**src/rtl/uart_word_rx.sv**
```systemverilog
`timescale 1ns/1ps
// uart_word_rx: receives 4-byte words as serial frames (start, 8 data LSB first,
// parity, stop) with one rx sample per clock. It reports the word and per-byte
// parity errors on rx_done, and flags bad stop bits or an overlong inter-byte gap
// on framing_error.
module uart_word_rx #(
  parameter bit PARITY_ODD = 1'b0,
  parameter int GAP_LIMIT  = 16
) (
  input  logic        clk,
  input  logic        rst,
  input  logic        rx,
  output logic [31:0] dat_out,
  output logic        rx_done,
  output logic [3:0]  parity_error,
  output logic        framing_error,
  output logic        busy
);

  localparam int GW = (GAP_LIMIT > 1) ? $clog2(GAP_LIMIT) : 1;

  typedef enum logic [2:0] {
    ST_IDLE,
    ST_DATA,
    ST_PARITY,
    ST_STOP,
    ST_GAP,
    ST_BREAK
  } state_t;

  state_t      r_state;
  state_t      w_state_next;
  logic [2:0]  r_bit_cnt;
  logic [1:0]  r_byte_idx;
  logic [GW-1:0] r_gap_cnt;
  logic [7:0]  r_shift;
  logic [31:0] r_word;
  logic [3:0]  r_par_shadow;
  logic [31:0] r_dat_out;
  logic [3:0]  r_parity_error;
  logic        r_rx_done;
  logic        r_framing_error;

  logic        w_word_done;
  logic        w_frame_err;
  logic        w_par_bad;
  logic [3:0]  w_lane_we;

  // A byte's parity is judged while its parity bit is on the line.
  assign w_par_bad = (^r_shift) ^ rx ^ PARITY_ODD;

  // One write strobe per byte lane of the assembled word.
  for (genvar gi = 0; gi < 4; gi++) begin : g_lane
    assign w_lane_we[gi] = (r_state == ST_PARITY) && (r_byte_idx == 2'(gi));
  end

  // State register.
  always_ff @(posedge clk) begin
    if (rst) begin
      r_state <= ST_IDLE;
    end else begin
      r_state <= w_state_next;
    end
  end

  // Next-state logic and completion / error strobes.
  always_comb begin
    w_state_next = r_state;
    w_word_done  = 1'b0;
    w_frame_err  = 1'b0;
    case (r_state)
      ST_IDLE: begin
        if (!rx) w_state_next = ST_DATA;
      end
      ST_DATA: begin
        if (r_bit_cnt == 3'd7) w_state_next = ST_PARITY;
      end
      ST_PARITY: begin
        w_state_next = ST_STOP;
      end
      ST_STOP: begin
        if (rx) begin
          if (r_byte_idx == 2'd3) begin
            w_state_next = ST_IDLE;
            w_word_done  = 1'b1;
          end else begin
            w_state_next = ST_GAP;
          end
        end else begin
          // A low stop bit means the line is broken; wait for it to go idle.
          w_state_next = ST_BREAK;
          w_frame_err  = 1'b1;
        end
      end
      ST_GAP: begin
        if (!rx) begin
          w_state_next = ST_DATA;
        end else if (r_gap_cnt == GW'(GAP_LIMIT - 1)) begin
          w_state_next = ST_IDLE;
          w_frame_err  = 1'b1;
        end
      end
      ST_BREAK: begin
        if (rx) w_state_next = ST_IDLE;
      end
      default: w_state_next = ST_IDLE;
    endcase
  end

  // Datapath: bit shifting, byte/gap counting, word assembly and output latching.
  always_ff @(posedge clk) begin
    if (rst) begin
      r_bit_cnt       <= '0;
      r_byte_idx      <= '0;
      r_gap_cnt       <= '0;
      r_shift         <= '0;
      r_word          <= '0;
      r_par_shadow    <= '0;
      r_dat_out       <= '0;
      r_parity_error  <= '0;
      r_rx_done       <= 1'b0;
      r_framing_error <= 1'b0;
    end else begin
      r_rx_done       <= w_word_done;
      r_framing_error <= w_frame_err;
      case (r_state)
        ST_IDLE, ST_BREAK: begin
          // Any partial word is forgotten here; the next start begins at byte 0.
          r_bit_cnt    <= '0;
          r_byte_idx   <= '0;
          r_gap_cnt    <= '0;
          r_par_shadow <= '0;
        end
        ST_DATA: begin
          r_shift   <= {rx, r_shift[7:1]};
          r_bit_cnt <= r_bit_cnt + 3'd1;
          r_gap_cnt <= '0;
        end
        ST_PARITY: begin
          for (int i = 0; i < 4; i++) begin
            if (w_lane_we[i]) begin
              r_word[i*8 +: 8] <= r_shift;
              r_par_shadow[i]  <= w_par_bad;
            end
          end
        end
        ST_STOP: begin
          r_gap_cnt <= '0;
          if (rx && (r_byte_idx != 2'd3)) r_byte_idx <= r_byte_idx + 2'd1;
          if (w_word_done) begin
            r_dat_out      <= r_word;
            r_parity_error <= r_par_shadow;
          end
        end
        ST_GAP: begin
          if (rx) r_gap_cnt <= r_gap_cnt + GW'(1);
          else    r_gap_cnt <= '0;
        end
        default: begin
          r_bit_cnt <= '0;
        end
      endcase
    end
  end

  assign dat_out       = r_dat_out;
  assign parity_error  = r_parity_error;
  assign rx_done       = r_rx_done;
  assign framing_error = r_framing_error;
  assign busy          = (r_state != ST_IDLE) && (r_state != ST_BREAK);

endmodule

```
**config.mk**
```make
export PLATFORM = sky130hd
export DESIGN_NAME = uart_word_rx
export DESIGN_NICKNAME = d
export VERILOG_FILES = /design/src/rtl/uart_word_rx.sv
export SDC_FILE = /design/constraint.sdc
export NUM_CORES = 1
export LEC_CHECK = 0
export BUFFER_PORTS_ARGS = -buffer_cell sky130_fd_sc_hd__buf_4
export CORE_AREA = 2 2 115 117
export CTS_CLUSTER_SIZE = 24
export DETAILED_ROUTE_END_ITERATION = 6
export DIE_AREA = 0 0 117 119
export GPL_TIMING_DRIVEN = 0
export MAX_ROUTING_LAYER = met4
export RECOVER_POWER = 100
export SLEW_MARGIN = 10
export SYNTH_ARGS = -nofsm -noshare
export SYNTH_HDL_FRONTEND = slang
export SYNTH_SLANG_ARGS = --single-unit
```
**constraint.sdc**
```tcl
create_clock -name clk -period 2.25 [get_ports clk]
set_clock_uncertainty 0.1 [all_clocks]
set_input_delay 0.45 -clock clk [delete_from_list [all_inputs] [get_ports clk]]
set_output_delay 0.45 -clock clk [all_outputs]
set_load 0.01 [all_outputs]
```
==> results of run 1 <==
cells by family (layout without fill, tap and decap cells):
group           after synthesis  count (layout)
flops                        94              94
mux                           9               9
buf+inv                      40              96
fa+ha+maj                     7               7
xor+xnor                      7               7
simple gates                197             197
compound gates               97              97
final timing paths:
kind	depth (start not counted)	start	slack (ns)	to
setup / recovery	4	r_state[2]	0.10	busy
hold / removal	2	r_word[10]	0.35	r_word[10]
setup reg to reg	7	r_state[1]	0.21	dat_out[22]
hold reg to reg	2	r_word[10]	0.35	r_word[10]
registers in the layout, indices dropped and copies added (netlist names), 2 cells and up:
register / count
dat_out: 32
parity_error: 4
r_bit_cnt: 3
r_byte_idx: 2
r_gap_cnt: 4
r_par_shadow: 4
r_shift: 8
r_state: 3
r_word: 32
critical path, delay by kind of cell, from the launching register on:
| family | cells | cell delay [ns] |
|---|---|---|
| AND/OR/NAND/NOR | 2 | 0.65 |
| buffers and inverters | 2 | 0.33 |
| flip-flops | 1 | 0.30 |
routing by layer:
layer | global-route usage | part of all wire | up-vias
li1 | - | - | 1586
met1 | 0.1656 | 0.48 | 1369
met2 | 0.2074 | 0.48 | 44
met3 | 0.04224 | 0.037 | 5
met4 | 0.02868 | 0.0090 | 0
met5 | - | 0 | -
area by class of cell:
class / count / area (µm²) / share of cell area
Sequential cell: 94 / 1883 / 0.4273
Multi-Input combinational cell: 317 / 1639 / 0.3719
Clock buffer: 10 / 239.0 / 0.05423
Tap cell: 176 / 220.2 / 0.04997
Buffer: 36 / 183.9 / 0.04174
Timing Repair Buffer: 40 / 157.7 / 0.03578
Clock inverter: 6 / 68.82 / 0.01562
Inverter: 4 / 15.01 / 0.003407
power breakdown:
group | switching (mW) | internal [mW] | leakage (nW)
registers | 0.00316 | 1.67 | 0.758
logic | 0.0634 | 0.0344 | 0.572
clock network | 0.651 | 0.901 | 0.155
metrics by stage:
stage	hold slack (ns)	cell area, µm²	util
floorplan	0.3321	3735	-
global placement	0.3448	4255	0.3305
detailed placement	0.3463	4255	0.3305
CTS	0.3557	4571	0.3550
global route	0.3779	4407	0.3423
finish	0.3542	4407	0.3423
placed cells by master (no fill, tap or decap), types with 7 or more instances in the layout:
master	n
a21oi_1	74
nand2_1	148
dfxtp_1	93
nand3_1	8
clkbuf_1	58
nor2_1	18
clkbuf_16	9
ha_1	7
buf_2	9
mux2i_1	9
repair_timing:
action                     4_1_cts  5_1_grt
gates resized for setup          2        2
setup endpoints to repair        1        1
hold buffers                     0        0
==> metrics.yaml, run 1 <==
flow_run:
  maxCapViolCount: 0
drt:
  vias: 3004
  dr.pass1.iters: 4
  drc: 0
  wl_um: 8292
  ant_nets: 0
  avgRoutedWirePerCell_um: 12.14
  routed_via_density: 4.398
  drtIter0Drc: 102
synth:
  syn_inst: 451
  synth_top_family_by_area: "simple AND/OR/NAND/NOR gates"
  synth_edf_count: 0
  yosys.area.top_type: "dfxtp_1"
  synth_xor_xnor_area_share: 0.02245
  synth-compound-area-share: 0.1454
  ys.warnings.count: 0
  yosys.area_share.simple: 0.2251
  ys_seq_elements: 94
  synthesis.area_mm2: 0.003735
  synth_fa_ha_area_frac: 0.02345
  yosysUniqueCellTypes: 45
  synth_area_leaders: "dfxtp_1 50%, nand2_1 15%, a21oi_1 9.9%"
  async_reset_ff_frac: 0
  synthMuxAreaShare: 0.02412
  syn_nets: 461
  yosysMostFrequentCell: "nand2_1"
  syn_avg_cell_area_um2: 8.281
  synthFlopType: "dfxtp_1"
  seq_area_frac_synth: 0.5039
  synthTopCellsByCount: "148 x nand2_1, 94 x dfxtp_1, 74 x a21oi_1, 18 x nor2_1, 16 x clkbuf_1"
  yosysTopAreaCellShare: 0.5039
placement:
  hpwl_um: 5934
  place_inst: 667
  gp_congestion: 0.8126
  portBuffers: 40
  place_ws_ns: 0.3236
setup_path:
  end_kind: "output pin"
  worstPathCellList: "buf_2, and2b_2, or3_4, buf_4"
  max_stage_delay_ns: 0.37
  crit_arrival_ns: 1.60
  worst_path_max_delay_cell: "or3_4"
  critPathKind: "flip-flop to output pin"
  worst_ep_required_time_ns: 1.70
  start_kind: "flip-flop"
  crit_fanout: 9
die:
  dieHeight_um: 119
  rows: 42
  dieWidth_um: 117
  io_pins: 42
  core_area_mm2: 0.01287
  start_util: 0.2901
  dieArea_mm2: 0.01392
global_route:
  grtUsageTotal: 0.1317
  grt_pass1_vias: 2939
  grt_pass1_wl_um: 14020
  grt_max_degree: 17
  antenna_found_initial: 0
  grt-ovfl-total: 0
cts:
  post_cts_buffers: 0
  clk_path_buf_depth: 2
  clk_latency_ns: 0.34
  clk_pin_slew_ns: 0.06
  cts_tree: "yes"
  cts_root_buf: "clkbuf_16"
  cts_made_buffers: 9
  ctsHtreeMaxLevel: 3
  cts_sinks: 94
pwr:
  ir_worst_vdd_uv: 441.4
  static-leakage-power_nw: 1.485
  total_power_mw: 3.321
  power.density_mw_per_mm2: 753.5
timing:
  fin_crit_ns: 2.147
  fin_ws_ns: 0.1030
  fmaxAchievable_mhz: 465.8
  worst_pin_slew_ns: 0.5916
  maxSlewHeadroom: 0.6056
  fin_setup_tns_ns: 0
  setup_viol: 0
  hold_violations: 0
  slew_violations: 0
  fin_crit_sh: 0.9542
  rsz0062_at_grt: "false"
status:
  status: "complete, no violations"
layout:
  nFillCells: 1370
  syn2layout_area_growth_pct: 17.99
  drive_above_1_share: 0.08679
  instances_no_fill: 683
  num_antenna_cells: 0
  nets: 512
min_path:
  hp-class: "flip-flop to flip-flop"
(Power assumes the default switching activity.)
==> inputs of run 2 (changes only) <==
- CELL_PAD_IN_SITES_DETAIL_PLACEMENT: unset -> 1
- CELL_PAD_IN_SITES_GLOBAL_PLACEMENT: unset -> 1
- PLACE_DENSITY_LB_ADDON: unset -> 0.1
==> metrics.yaml, run 2 (synthesis gave the netlist of run 1 again) <==
layout:
  nets: 513  # was 512
  num_antenna_cells: 0  # unchanged
  syn2layout_area_growth_pct: 18.79  # was 17.99%
  instances_no_fill: 683  # unchanged
  drive_above_1_share: 0.09073  # was 0.08679
  layout_commonest_cell: "nand2_1"  # unchanged
  final_cell_mix: "148 x nand2_1, 93 x dfxtp_1, 74 x a21oi_1"  # unchanged
  nFillCells: 1593  # was 1370
drt:
  ant_nets: 0  # unchanged
  routed_via_density: 4.542  # was 4.398
  wl_um: 9515  # was 8292 µm
  drc: 0  # unchanged
  drtIter0Drc: 94  # was 102
  avgRoutedWirePerCell_um: 13.93  # was 12.14 µm
  vias: 3102  # was 3004
  dr.pass1.iters: 4  # unchanged
pwr:
  power_switching_uw: 729.0  # was 717.1 µW
  swShare: 0.2108  # was 0.2160
  p_int_mw: 2.729  # was 2.604 mW
  static-leakage-power_nw: 1.520  # was 1.485 nW
  pwr-share-seq: 0.484  # was 0.503
  pwr-share-comb: 0.030  # was 0.029
  clkPwrFrac: 0.486  # was 0.467
  ir_worst_vdd_uv: 384.7  # was 441.4 µV
  power.density_mw_per_mm2: 779.3  # was 753.5 mW/mm²
cts:
  clk_latency_ns: 0.35  # was 0.34 ns
  clk_pin_slew_ns: 0.06  # about the same
  ctsHtreeMaxLevel: 3  # unchanged
  cts_tree: "yes"  # unchanged
  cts_made_buffers: 9  # unchanged
  clk_path_buf_depth: 2  # unchanged
  cts_root_buf: "clkbuf_16"  # unchanged
  cts_sinks: 94  # unchanged
timing:
  holdWs_ns: 0.3511  # was 0.3542 ns
  fin_crit_ns: 2.147  # about the same
  slew_violations: 0  # unchanged
  fin_setup_tns_ns: 0  # unchanged
  maxSlewHeadroom: 0.5639  # was 0.6056
  fmaxAchievable_mhz: 465.8  # about the same
  fin_crit_sh: 0.9541  # was 0.9542
  setup_viol: 0  # unchanged
  rsz0062_at_grt: "false"  # unchanged
  worst_pin_slew_ns: 0.6542  # was 0.5916 ns
  hold_violations: 0  # unchanged
die:
  dieArea_mm2: 0.01392  # unchanged
  rows: 42  # unchanged
  dieWidth_um: 117  # unchanged
  dieHeight_um: 119  # unchanged
  core_area_mm2: 0.01287  # unchanged
  start_util: 0.2901  # unchanged
  io_pins: 42  # unchanged
setup_path:
  end_kind: "output pin"  # unchanged
  worst_ep_required_time_ns: 1.70  # about the same
  critPathKind: "flip-flop to output pin"  # unchanged
  r2r_setup_slack_ns: 0.22  # was 0.21 ns
  start_kind: "flip-flop"  # unchanged
  crit_arrival_ns: 1.60  # about the same
  crit_path_start: "r_state[0]"  # was r_state[2]
  reg2reg_to: "r_par_shadow[0]"  # was dat_out[22]
  crit_fanout: 10  # was 9
  cp-endpoint: "busy"  # unchanged
  rr_worst_depth: 5  # was 7
  reg2reg_from: "r_state[1]"  # unchanged
status:
  status: "complete, no violations"  # unchanged
min_path:
  hp-class: "flip-flop to flip-flop"  # unchanged
placement:
  portBuffers: 40  # unchanged
  gp_congestion: 0.7694  # was 0.8126
  place_inst: 667  # unchanged
  hpwl_um: 6672  # was 5934 µm
global_route:
  grt_pass1_vias: 3093  # was 2939
  grt-ovfl-total: 0  # unchanged
  grt_pass1_wl_um: 15710  # was 14020 µm
  antenna_found_initial: 0  # unchanged
  grtUsageTotal: 0.1513  # was 0.1317
  grt_max_degree: 15  # was 17
flow_run:
  maxCapViolCount: 0  # unchanged
## run 2: changes by cell type in the layout (fill, tap and decap cells not counted), sizes merged
cell	before	now
buf	18	13
bufinv	1	2
inv	6	4
clkinv	3	2
clkbuf	68	75
## run 2: worst min-delay path by stage
stage               startpoint              end  slack, ns  cells past startpoint
4_1_cts             dat_out[5]       dat_out[5]       0.36                      2
6_report            dat_out[5]       dat_out[5]       0.35                      2
3_5_place_dp        dat_out[5]       dat_out[5]       0.35                      2
3_3_place_gp       dat_out[10]      dat_out[10]       0.35                      2
5_1_grt             dat_out[3]       dat_out[3]       0.38                      2
2_1_floorplan  r_par_shadow[0]  parity_error[0]       0.33                      2
## run 2: cell type report
cell class | instances | area (µm²) | area share
buffer | 36 | 178.9 | 0.04033
clock buffer | 11 | 252.7 | 0.05697
multi-input combinational | 317 | 1652 | 0.3722
inverter | 4 | 15.01 | 0.003384
timing repair buffer | 41 | 165.2 | 0.03722
clock inverter | 4 | 70.07 | 0.01579
tap | 176 | 220.2 | 0.04963
sequential | 94 | 1883 | 0.4244
## run 2: timing repair
| item | CTS | global route |
|---|---|---|
| hold buffers | 0 | 0 |
| endpoints found under the setup margin | 1 | 1 |
| setup buffers | 0 | 1 |
| gates resized for setup | 2 | 3 |
| cloned | 0 | 0 |
| pin swaps | 0 | 0 |
## run 2: power by group through the flow
stage | clock, mW | combinational [mW] | sequential, mW
CTS | 1.73 | 0.106 | 1.67
global placement | 0 | 0.102 | 1.71
finish | 1.68 | 0.104 | 1.67
detailed placement | 0 | 0.103 | 1.71
floorplan | 0 | 0.0715 | 1.71
global route | 1.79 | 0.115 | 1.67
## run 2: through the flow
stage	area [µm²]	utilization	power (mW)	worst slack, ns
after floorplan	3735	-	1.780	0.6179
after global placement	4255	0.3305	1.811	0.2771
after detailed placement	4255	0.3305	1.813	0.2520
after CTS	4586	0.3562	3.512	0.0004197
after global routing	4437	0.3446	3.577	0.03868
final	4437	0.3446	3.458	0.1032
## run 2: worst max-delay path: stages, from the launching register on
cell,delay [ns]
dfxtp_2,0.35
buf_4,0.17
and2b_2,0.20
or3_4,0.36
buf_4,0.16
## run 2: per-layer routing
layer	routed length [µm]	vias to the layer above	GRT usage
li1	-	1582	-
met1	4523	1473	0.1929
met2	4523	33	0.2305
met3	259	14	0.02748
met4	209	0	0.07279
met5	0	-	-
